## src/rtl/apb_pkg.sv

```systemverilog
// rtl/apb_pkg.sv - shared state, width and response types for the APB requester.
package apb_pkg;

  localparam int APB_ADDR_W = 4;
  localparam int APB_DATA_W = 128;

  typedef enum logic [1:0] {
    IDLE   = 2'd0,
    SETUP  = 2'd1,
    ACCESS = 2'd2
  } apb_state_t;

  typedef struct packed {
    logic [APB_DATA_W-1:0] rdata;
    logic                  error;
    logic                  timeout;
  } apb_rsp_t;

endpackage

```

## src/rtl/apb_master_if.sv

```systemverilog
// rtl/apb_master_if.sv - APB bus bundle between the requester and the slave subsystem.
interface apb_master_if
  import apb_pkg::*;
#(
  parameter int addr_width = APB_ADDR_W,
  parameter int data_width = APB_DATA_W
);

  logic                  PSELx;
  logic                  PENABLE;
  logic                  PWRITE;
  logic [addr_width-1:0] PADDR;
  logic [data_width-1:0] PWDATA;
  logic [data_width-1:0] PRDATA;
  logic                  PREADY;
  logic                  PSLVERR;

  modport master (
    output PSELx, PENABLE, PWRITE, PADDR, PWDATA,
    input  PRDATA, PREADY, PSLVERR
  );

  modport slave (
    input  PSELx, PENABLE, PWRITE, PADDR, PWDATA,
    output PRDATA, PREADY, PSLVERR
  );

endinterface

```

## src/rtl/apb_wait_timer.sv

```systemverilog
// rtl/apb_wait_timer.sv - counts stalled ACCESS cycles; expired flags the last allowed stall.
module apb_wait_timer #(
  parameter int timeout_cycles = 16
) (
  input  logic clk,
  input  logic rst_n,
  input  logic clear,
  input  logic enable,
  output logic expired
);

  generate
    if (timeout_cycles == 0) begin : g_off
      logic unused_inputs;
      assign unused_inputs = ^{clk, rst_n, clear, enable};
      assign expired       = 1'b0;
    end else begin : g_on
      localparam int CNT_W = $clog2(timeout_cycles + 1);
      localparam logic [CNT_W-1:0] LIMIT = CNT_W'(timeout_cycles);
      localparam logic [CNT_W-1:0] LAST  = CNT_W'(timeout_cycles - 1);

      logic [CNT_W-1:0] cnt_q, cnt_d;

      // Saturates at LIMIT so a held enable can never wrap back into range.
      always_comb begin
        cnt_d = cnt_q;
        if (clear) begin
          cnt_d = '0;
        end else if (enable && (cnt_q != LIMIT)) begin
          cnt_d = cnt_q + CNT_W'(1);
        end
      end

      always_ff @(posedge clk or negedge rst_n) begin
        if (!rst_n) begin
          cnt_q <= '0;
        end else begin
          cnt_q <= cnt_d;
        end
      end

      assign expired = enable && (cnt_q == LAST);
    end
  endgenerate

endmodule

```

## src/rtl/apb_master.sv

```systemverilog
// rtl/apb_master.sv - single-outstanding APB requester: valid/ready request in,
// SETUP/ACCESS on the bus, held response out with optional wait timeout.
module apb_master
  import apb_pkg::*;
#(
  parameter int addr_width     = APB_ADDR_W,
  parameter int data_width     = APB_DATA_W,
  parameter int timeout_cycles = 16
) (
  input  logic                  PCLK,
  input  logic                  PRESETn,
  input  logic                  req_valid,
  output logic                  req_ready,
  input  logic                  req_write,
  input  logic [addr_width-1:0] req_addr,
  input  logic [data_width-1:0] req_wdata,
  output logic                  rsp_valid,
  input  logic                  rsp_ready,
  output logic [data_width-1:0] rsp_rdata,
  output logic                  rsp_error,
  output logic                  rsp_timeout,
  apb_master_if.master          bus
);

  apb_state_t            state_q, state_d;
  logic                  pwrite_q, pwrite_d;
  logic [addr_width-1:0] paddr_q, paddr_d;
  logic [data_width-1:0] pwdata_q, pwdata_d;
  apb_rsp_t              rsp_q, rsp_d;
  logic                  rsp_valid_q, rsp_valid_d;
  logic                  timer_expired;

  apb_wait_timer #(
    .timeout_cycles(timeout_cycles)
  ) u_wait_timer (
    .clk    (PCLK),
    .rst_n  (PRESETn),
    .clear  (state_q == SETUP),
    .enable ((state_q == ACCESS) && !bus.PREADY),
    .expired(timer_expired)
  );

  assign req_ready = (state_q == IDLE) && !rsp_valid_q;

  always_comb begin
    state_d     = state_q;
    pwrite_d    = pwrite_q;
    paddr_d     = paddr_q;
    pwdata_d    = pwdata_q;
    rsp_d       = rsp_q;
    rsp_valid_d = rsp_valid_q;

    if (rsp_valid_q && rsp_ready) begin
      rsp_valid_d = 1'b0;
    end

    case (state_q)
      IDLE: begin
        if (req_valid && req_ready) begin
          pwrite_d = req_write;
          paddr_d  = req_addr;
          pwdata_d = req_wdata;
          state_d  = SETUP;
        end
      end
      SETUP: begin
        state_d = ACCESS;
      end
      ACCESS: begin
        // PREADY is checked first so a completion on the final allowed cycle beats the timer.
        if (bus.PREADY) begin
          state_d       = IDLE;
          rsp_valid_d   = 1'b1;
          rsp_d.rdata   = pwrite_q ? '0 : APB_DATA_W'(bus.PRDATA);
          rsp_d.error   = bus.PSLVERR;
          rsp_d.timeout = 1'b0;
        end else if (timer_expired) begin
          state_d       = IDLE;
          rsp_valid_d   = 1'b1;
          rsp_d.rdata   = '0;
          rsp_d.error   = 1'b1;
          rsp_d.timeout = 1'b1;
        end
      end
      default: begin
        state_d = IDLE;
      end
    endcase
  end

  always_ff @(posedge PCLK or negedge PRESETn) begin
    if (!PRESETn) begin
      state_q     <= IDLE;
      pwrite_q    <= 1'b0;
      paddr_q     <= '0;
      pwdata_q    <= '0;
      rsp_q       <= '0;
      rsp_valid_q <= 1'b0;
    end else begin
      state_q     <= state_d;
      pwrite_q    <= pwrite_d;
      paddr_q     <= paddr_d;
      pwdata_q    <= pwdata_d;
      rsp_q       <= rsp_d;
      rsp_valid_q <= rsp_valid_d;
    end
  end

  assign bus.PSELx   = (state_q != IDLE);
  assign bus.PENABLE = (state_q == ACCESS);
  assign bus.PWRITE  = pwrite_q;
  assign bus.PADDR   = paddr_q;
  assign bus.PWDATA  = pwdata_q;

  assign rsp_valid   = rsp_valid_q;
  assign rsp_rdata   = rsp_q.rdata[data_width-1:0];
  assign rsp_error   = rsp_q.error;
  assign rsp_timeout = rsp_q.timeout;

endmodule

```

## src/flat_wrapper.sv

```systemverilog
// flat-port wrapper written by rule: the top's interface ports become plain ports
module apb_master_flat import apb_pkg::*;
#(
  parameter int addr_width     = APB_ADDR_W,
  parameter int data_width     = APB_DATA_W,
  parameter int timeout_cycles = 16
)
  (PCLK, PRESETn, req_valid, req_ready, req_write, req_addr, req_wdata, rsp_valid, rsp_ready, rsp_rdata, rsp_error, rsp_timeout, bus_PSELx, bus_PENABLE, bus_PWRITE, bus_PADDR, bus_PWDATA, bus_PRDATA, bus_PREADY, bus_PSLVERR);
  apb_master_if #(.addr_width(addr_width), .data_width(data_width)) bus_i ();
  input  logic PCLK;
  input  logic PRESETn;
  input  logic req_valid;
  output logic req_ready;
  input  logic req_write;
  input  logic [addr_width-1:0] req_addr;
  input  logic [data_width-1:0] req_wdata;
  output logic rsp_valid;
  input  logic rsp_ready;
  output logic [data_width-1:0] rsp_rdata;
  output logic rsp_error;
  output logic rsp_timeout;
  output wire logic [$bits(bus_i.PSELx)-1:0] bus_PSELx;
  output wire logic [$bits(bus_i.PENABLE)-1:0] bus_PENABLE;
  output wire logic [$bits(bus_i.PWRITE)-1:0] bus_PWRITE;
  output wire logic [$bits(bus_i.PADDR)-1:0] bus_PADDR;
  output wire logic [$bits(bus_i.PWDATA)-1:0] bus_PWDATA;
  input wire logic [$bits(bus_i.PRDATA)-1:0] bus_PRDATA;
  input wire logic [$bits(bus_i.PREADY)-1:0] bus_PREADY;
  input wire logic [$bits(bus_i.PSLVERR)-1:0] bus_PSLVERR;
  assign bus_PSELx = bus_i.PSELx;
  assign bus_PENABLE = bus_i.PENABLE;
  assign bus_PWRITE = bus_i.PWRITE;
  assign bus_PADDR = bus_i.PADDR;
  assign bus_PWDATA = bus_i.PWDATA;
  assign bus_i.PRDATA = bus_PRDATA;
  assign bus_i.PREADY = bus_PREADY;
  assign bus_i.PSLVERR = bus_PSLVERR;
  apb_master #(.addr_width(addr_width), .data_width(data_width), .timeout_cycles(timeout_cycles)) u_core (.PCLK(PCLK), .PRESETn(PRESETn), .req_valid(req_valid), .req_ready(req_ready), .req_write(req_write), .req_addr(req_addr), .req_wdata(req_wdata), .rsp_valid(rsp_valid), .rsp_ready(rsp_ready), .rsp_rdata(rsp_rdata), .rsp_error(rsp_error), .rsp_timeout(rsp_timeout), .bus(bus_i));
endmodule
```

## config.mk

```make
export PLATFORM = sky130hd
export DESIGN_NAME = apb_master_flat
export DESIGN_NICKNAME = d
export VERILOG_FILES = /design/src/rtl/apb_pkg.sv /design/src/rtl/apb_master_if.sv /design/src/rtl/apb_wait_timer.sv /design/src/rtl/apb_master.sv /design/src/flat_wrapper.sv
export SDC_FILE = /design/constraint.sdc
export NUM_CORES = 1
export LEC_CHECK = 0
export CORE_AREA = 2 2 210 212
export CTS_CLUSTER_DIAMETER = 30
export DETAILED_ROUTE_END_ITERATION = 10
export DIE_AREA = 0 0 212 214
export HOLD_SLACK_MARGIN = 0.06
export PLACE_DENSITY = 0.55
export SLEW_MARGIN = 5
export SYNTH_ARGS = -nofsm -noshare
export SYNTH_HDL_FRONTEND = slang
export SYNTH_SLANG_ARGS = --single-unit
```

## constraint.sdc

```tcl
create_clock -name PCLK -period 5.72 [get_ports PCLK]
set_input_delay 0.858 -clock PCLK [delete_from_list [all_inputs] [get_ports PCLK]]
set_output_delay 0.858 -clock PCLK [all_outputs]
set_load 0.05 [all_outputs]
```

==> results of run 1 <==
[kinds of logic after synthesis]
| logic type | synth area share |
|---|---|
| AND/OR/NAND/NOR | 0.0562 |
| flip-flops | 0.614 |
| AO/OA/AOI/OAI | 0.127 |
| buffers and inverters | 0.0442 |
| adder cells (fa/ha/maj) | 0.00340 |
| multiplexers | 0.156 |
[placed cells by master (no fill, tap or decap), types with 2 or more instances in the layout]
cell             count
bufinv_16            8
a21oi_1              4
buf_12               3
nand3_1              2
and3_1               2
clkdlybuf4s50_1    532
o2bb2ai_1            2
mux2_2              74
clkinvlp_4           9
clkbuf_16           81
ha_1                 3
mux2_4              59
o21ai_0            259
clkbuf_8             7
inv_1                7
o31ai_1              2
dfrtp_1            271
inv_6                8
nand2_1            131
clkinv_2             5
nor3b_1              2
clkinv_4             8
buf_4                6
clkbuf_1            12
[routing by layer]
metal  up-vias  GRT usage
li1       4284          -
met2       419      0.275
met3        78     0.0839
met5         -          0
met1      4534      0.190
met4        12     0.0638
[power by group]
part / total, mW / switching, mW / internal (mW) / leakage (nW)
Clock: 4.32 / 1.29 / 3.03 / 1.28
Combinational: 7.63 / 4.97 / 2.65 / 3.37
Sequential: 3.43 / 0.540 / 2.89 / 3.41
Total: 15.4 / 6.80 / 8.58 / 8.06
[state kept, by name, indices dropped and copies added (netlist names)]
signal,count
u_core.bus.PADDR,4
u_core.bus.PWDATA,128
u_core.bus.PWRITE,1
u_core.rsp_error,1
u_core.rsp_rdata,128
u_core.rsp_timeout,1
u_core.rsp_valid,1
u_core.state_q,2
u_core.u_wait_timer.g_on.cnt_q,5
[worst reg2reg max path: cells and delay by family, from the launching register on]
family / cells / cell delay, ns
AND/OR/NAND/NOR: 1 / 0.18
AO/OA/AOI/OAI: 2 / 1.24
flip-flops: 1 / 0.42
buffers and inverters: 1 / 0.81
adder cells (fa/ha/maj): 2 / 0.52
[path summary, 6_finish.rpt]
kind                                                         from                     to  slack, ns  cells past startpoint
worst max register to register  u_core.u_wait_timer.g_on.cnt_q[0]   u_core.rsp_rdata[94]       2.39                      6
max in group asynchronous                                 PRESETn   u_core.rsp_rdata[91]       4.30                      2
worst min-delay path                                      PRESETn  u_core.bus.PWDATA[80]       0.35                      1
worst max-delay path                            u_core.state_q[0]            bus_PENABLE       2.22                      3
min in group PCLK                            u_core.bus.PWDATA[7]   u_core.bus.PWDATA[7]       0.50                      1
worst min register to register               u_core.bus.PWDATA[7]   u_core.bus.PWDATA[7]       0.50                      1
[final cells by class]
type | instances | area (um^2) | share of cell area
diodes | 1 | 2.50 | 0.000129
clock buffers | 100 | 2170 | 0.111
multi-input cells | 558 | 3810 | 0.196
inverters | 8 | 30.0 | 0.00154
clock inverters | 39 | 493 | 0.0253
flip-flops and latches | 271 | 6780 | 0.348
repair buffers | 542 | 5450 | 0.280
well taps | 585 | 732 | 0.0376
==> results.toml, run 1 <==
[clock_network]
clk_pin_slew_worst_paths_ns = 0.05
clock_latency_ns = 0.57
clockBufferDepth = 3
numCtsBuffers = 78
ctsResizeCount = 0
cts_root_buffer = "clkbuf_16"
cts_tree = "built"
cts-hold-fix-buffers = 0
postCtsSetupBuffers = 0
h-tree-depth = 3
cts.sinks = 271

[drt]
vias = 9327
first_pass_iters = 4
met1_length_mm = 15.1
wl_per_cell_um = 18.6
wl_mm = 39.2
top_layer = "met5"
drcViolationCount = 0
dr_wl_met2_mm = 18.7
routed-wl-met3_mm = 4.29
drtIter0Drc = 455
vias_per_cell = 4.43
drtAntennaViolNets = 0

[critical_path]
critPathArrivalTime_ns = 2.64
slowest_delay_ns = 0.86
start_kind = "flip-flop"
worst_ep_required_time_ns = 4.86
slowest_stage = "clkdlybuf4s50_1"
worstSetupPathType = "reg -> out"
cp_max_fo = 45
endpoint_kind = "output pin"
path_buf_inv = 2
crit_chain = "nand2b_4 > inv_2 > clkdlybuf4s50_1"
crit_family = "buffers and inverters"

[synth]
synth_top_cells_by_area = "dfrtp_1 61%, o21ai_0 12%, mux2_4 8.0%"
yosysTopAreaCell = "dfrtp_1"
synth_most_common_cell = "dfrtp_1"
synth.distinct_cells = 34
yosysWarningCount = 0
synth-main-ff-cell = "dfrtp_1"
yosys.area.top_type_share = 0.614
ys_seq_area_frac = 0.614
synthTopCellsByCount = "271 x dfrtp_1, 259 x o21ai_0, 131 x nand2_1, 74 x mux2_2, 59 x mux2_4"
synth-seq-cells = 271
syn_area_mm2 = 0.0110
synth_edf_count = 0
syn_nets = 1181
post_synth.cell_area_avg_um2 = 12.1
synthCells = 911
ys_async_sr_fraction = 1.00

[sta]
worst_pin_slew_ns = 1.26
max_slew_margin = 0.158
worst_slack_ns = 2.22
slew_violations = 0
post-route-min-period_ns = 3.50
hold_violations = 0
rsz0062_at_grt = "false"
setup_viol = 0
finalHoldWorstSlack_ns = 0.349
final.setup.tns_ns = 0
final.period_utilization = 0.611
skew_ns = 0.0161
max_freq_ghz = 0.286

[layout]
fillers = 3974
fin_cells = 2104
final_util = 0.454
final_area_mm2 = 0.0195
nets = 1729
drive_gt1_frac = 0.183
area_growth_pct = 76.2

[die]
die_w_um = 212
die_area_mm2 = 0.0454
initial_utilization = 0.258
io_pins = 534
core_area_mm2 = 0.0429
std_cell_rows = 76
die_h_um = 214

[power_and_ir_drop]
p_per_area_mw_per_mm2 = 790
total_power_mw = 15.4
ir_drop_mv = 0.398
p_leak_nw = 8.06

[run_status]
status = "finished, final reports clean"

[global_route]
grtUsageTotal = 0.169
grt_antenna_before_repair = 7
gr-total-overflow = 0
grt_first_pass_wirelength_mm = 59.2
grt_max_degree = 113
grt_pass1_vias = 9730

[worst_hold_path]
min_path_type = "in -> async"

[place]
port_buffers = 533
place_congestion = 0.776
postPlaceCellArea_mm2 = 0.0168
dp_cells = 1964
dp_hpwl_mm = 26.7
pre_cts_ws_ns = 1.91

[flow_run]
drv_cap = 0
No activity file was read; power rests on OpenSTA's default activity.
==> run 2: changes to the inputs <==
--- a/config.mk
+++ b/config.mk
@@ -10,7 +10,7 @@
 export DETAILED_ROUTE_END_ITERATION = 10
 export DIE_AREA = 0 0 212 214
 export HOLD_SLACK_MARGIN = 0.06
-export PLACE_DENSITY = 0.55
+export PLACE_DENSITY = 0.57
 export SLEW_MARGIN = 5
 export SYNTH_ARGS = -nofsm -noshare
 export SYNTH_HDL_FRONTEND = slang
==> constraint.sdc (replaced) <==
create_clock -name PCLK -period 3 [get_ports PCLK]
set_input_delay 0.45 -clock PCLK [delete_from_list [all_inputs] [get_ports PCLK]]
set_output_delay 0.45 -clock PCLK [all_outputs]
set_load 0.05 [all_outputs]
==> results.toml, run 2 (synthesis gave the netlist of run 1 again) <==
[die]
initial_utilization = 0.258
core_area_mm2 = 0.0429
die_h_um = 214
io_pins = 534
std_cell_rows = 76
die_w_um = 212
die_area_mm2 = 0.0454

[global_route]
grt_first_pass_wirelength_mm = 59.6
met1_usage = 0.185
grtUsageTotal = 0.171
grt_pass1_vias = 10000
gr-total-overflow = 0
grt_antenna_before_repair = 8
grt.met2_usage = 0.279
busiest_layer = "met2"
grtUsageMet3 = 0.0853
grt_max_degree = 87

[run_status]
status = "finished, final reports clean"

[critical_path]
r2r_cells = 4
crit_chain = "nand2b_4 > inv_2 > clkdlybuf4s50_1"
reg2reg_to = "u_core.bus.PWDATA[22]"
endpoint_kind = "output pin"
cp_max_fo = 19
regToRegSetupSlack_ns = 0.79
critPathArrivalTime_ns = 2.42
worstSetupPathType = "reg -> out"
reg2reg_from = "u_core.state_q[0]"
start_kind = "flip-flop"
worst_ep_required_time_ns = 2.55
slowest_delay_ns = 0.82
crit_path_start = "u_core.state_q[0]"
crit_end = "bus_PENABLE"
slowest_stage = "clkdlybuf4s50_1"

[clock_network]
h-tree-depth = 3
cts.sinks = 271
clockBufferDepth = 3
cts_tree = "built"
clk_pin_slew_worst_paths_ns = 0.05
ctsResizeCount = 0
numCtsBuffers = 76
cts-hold-fix-buffers = 1
clock_latency_ns = 0.58
postCtsSetupBuffers = 0
cts_root_buffer = "clkbuf_16"

[sta]
worst_slack_ns = 0.133
rsz0062_at_grt = "false"
setup_viol = 0
slew_violations = 0
skew_ns = 0.0212
hold_violations = 0
max_slew_margin = 0.527
final.period_utilization = 0.956
post-route-min-period_ns = 2.87
max_freq_ghz = 0.349
final.setup.tns_ns = 0
worst_pin_slew_ns = 0.710

[power_and_ir_drop]
p_leak_nw = 8.19
p_clk_frac = 0.285
seqPwrFrac = 0.220
total_power_mw = 29.6
ir_drop_mv = 0.752
switching_share = 0.437
p_per_area_mw_per_mm2 = 1500
p_int_mw = 16.7
p_sw_mw = 12.9
combPwrFrac = 0.495

[layout]
final_area_mm2 = 0.0197
final_util = 0.459
layout_common_cells = "532 x clkdlybuf4s50_1, 271 x dfrtp_1, 259 x o21ai_0"
nets = 1737
area_growth_pct = 78.3
layout_commonest_cell = "clkdlybuf4s50_1"
drive_gt1_frac = 0.190

[place]
port_buffers = 533
place_congestion = 0.784
postPlaceCellArea_mm2 = 0.0170
dp_hpwl_mm = 27.2
pre_cts_ws_ns = 0.685

[drt]
vias_per_cell = 4.41
first_pass_iters = 4
vias = 9339
drtAntennaViolNets = 0
wl_per_cell_um = 18.6
wl_mm = 39.5
drcViolationCount = 0
drtIter0Drc = 390

[worst_hold_path]
min_path_type = "in -> reg"

[flow_run]
drv_cap = 0
-- run 2: area by class of cell --
cell class                 count  area, um^2
fill                        3953       23200
sequential                   271        6780
timing repair buffer         552        5620
multi-input combinational    558        3810
clock buffer                  97        2120
tap                          585         732
clock inverter                42         586
inverter                       8        30.0
antenna                        5        12.5
-- run 2: worst min-delay path by stage --
stage                                start                      to  slack [ns]  depth (start not counted)
floorplan                          PRESETn     u_core.bus.PADDR[0]        0.15                          0
global placement      u_core.rsp_rdata[50]    u_core.rsp_rdata[50]        0.49                          2
detailed placement  u_core.bus.PWDATA[117]  u_core.bus.PWDATA[117]        0.49                          1
CTS                         bus_PRDATA[86]    u_core.rsp_rdata[86]        0.38                          3
global route                bus_PRDATA[39]    u_core.rsp_rdata[39]        0.39                          3
finish                      bus_PRDATA[39]    u_core.rsp_rdata[39]        0.42                          3
-- run 2: power groups by stage --
stage / Combinational [mW] / Clock [mW] / Sequential (mW)
after global routing: 15.3 / 8.82 / 6.78
after global placement: 14.7 / 0 / 6.46
after floorplan: 3.27 / 0 / 12.8
after detailed placement: 14.7 / 0 / 6.54
final: 14.6 / 8.45 / 6.52
after CTS: 14.8 / 8.61 / 6.54
-- run 2: per-layer routing --
| metal | vias to the layer above | wire (um) |
|---|---|---|
| met4 | 6 | 1110 |
| met5 | - | 41 |
| met1 | 4529 | 15000 |
| met2 | 425 | 19100 |
| met3 | 81 | 4260 |
| li1 | 4298 | - |
-- run 2: worst max-delay path, delay by kind of cell (launching register included) --
family / cells / cell delay [ns]
AND/OR/NAND/NOR: 1 / 0.31
buffers and inverters: 2 / 0.99
flip-flops: 1 / 0.53
-- run 2: through the flow --
stage          hold slack, ns  std cells
4_1_cts                 0.377       2113
3_5_place_dp            0.493       1973
6_report                0.423       2118
3_3_place_gp            0.488       1973
5_1_grt                 0.389       2117
2_1_floorplan           0.154        911
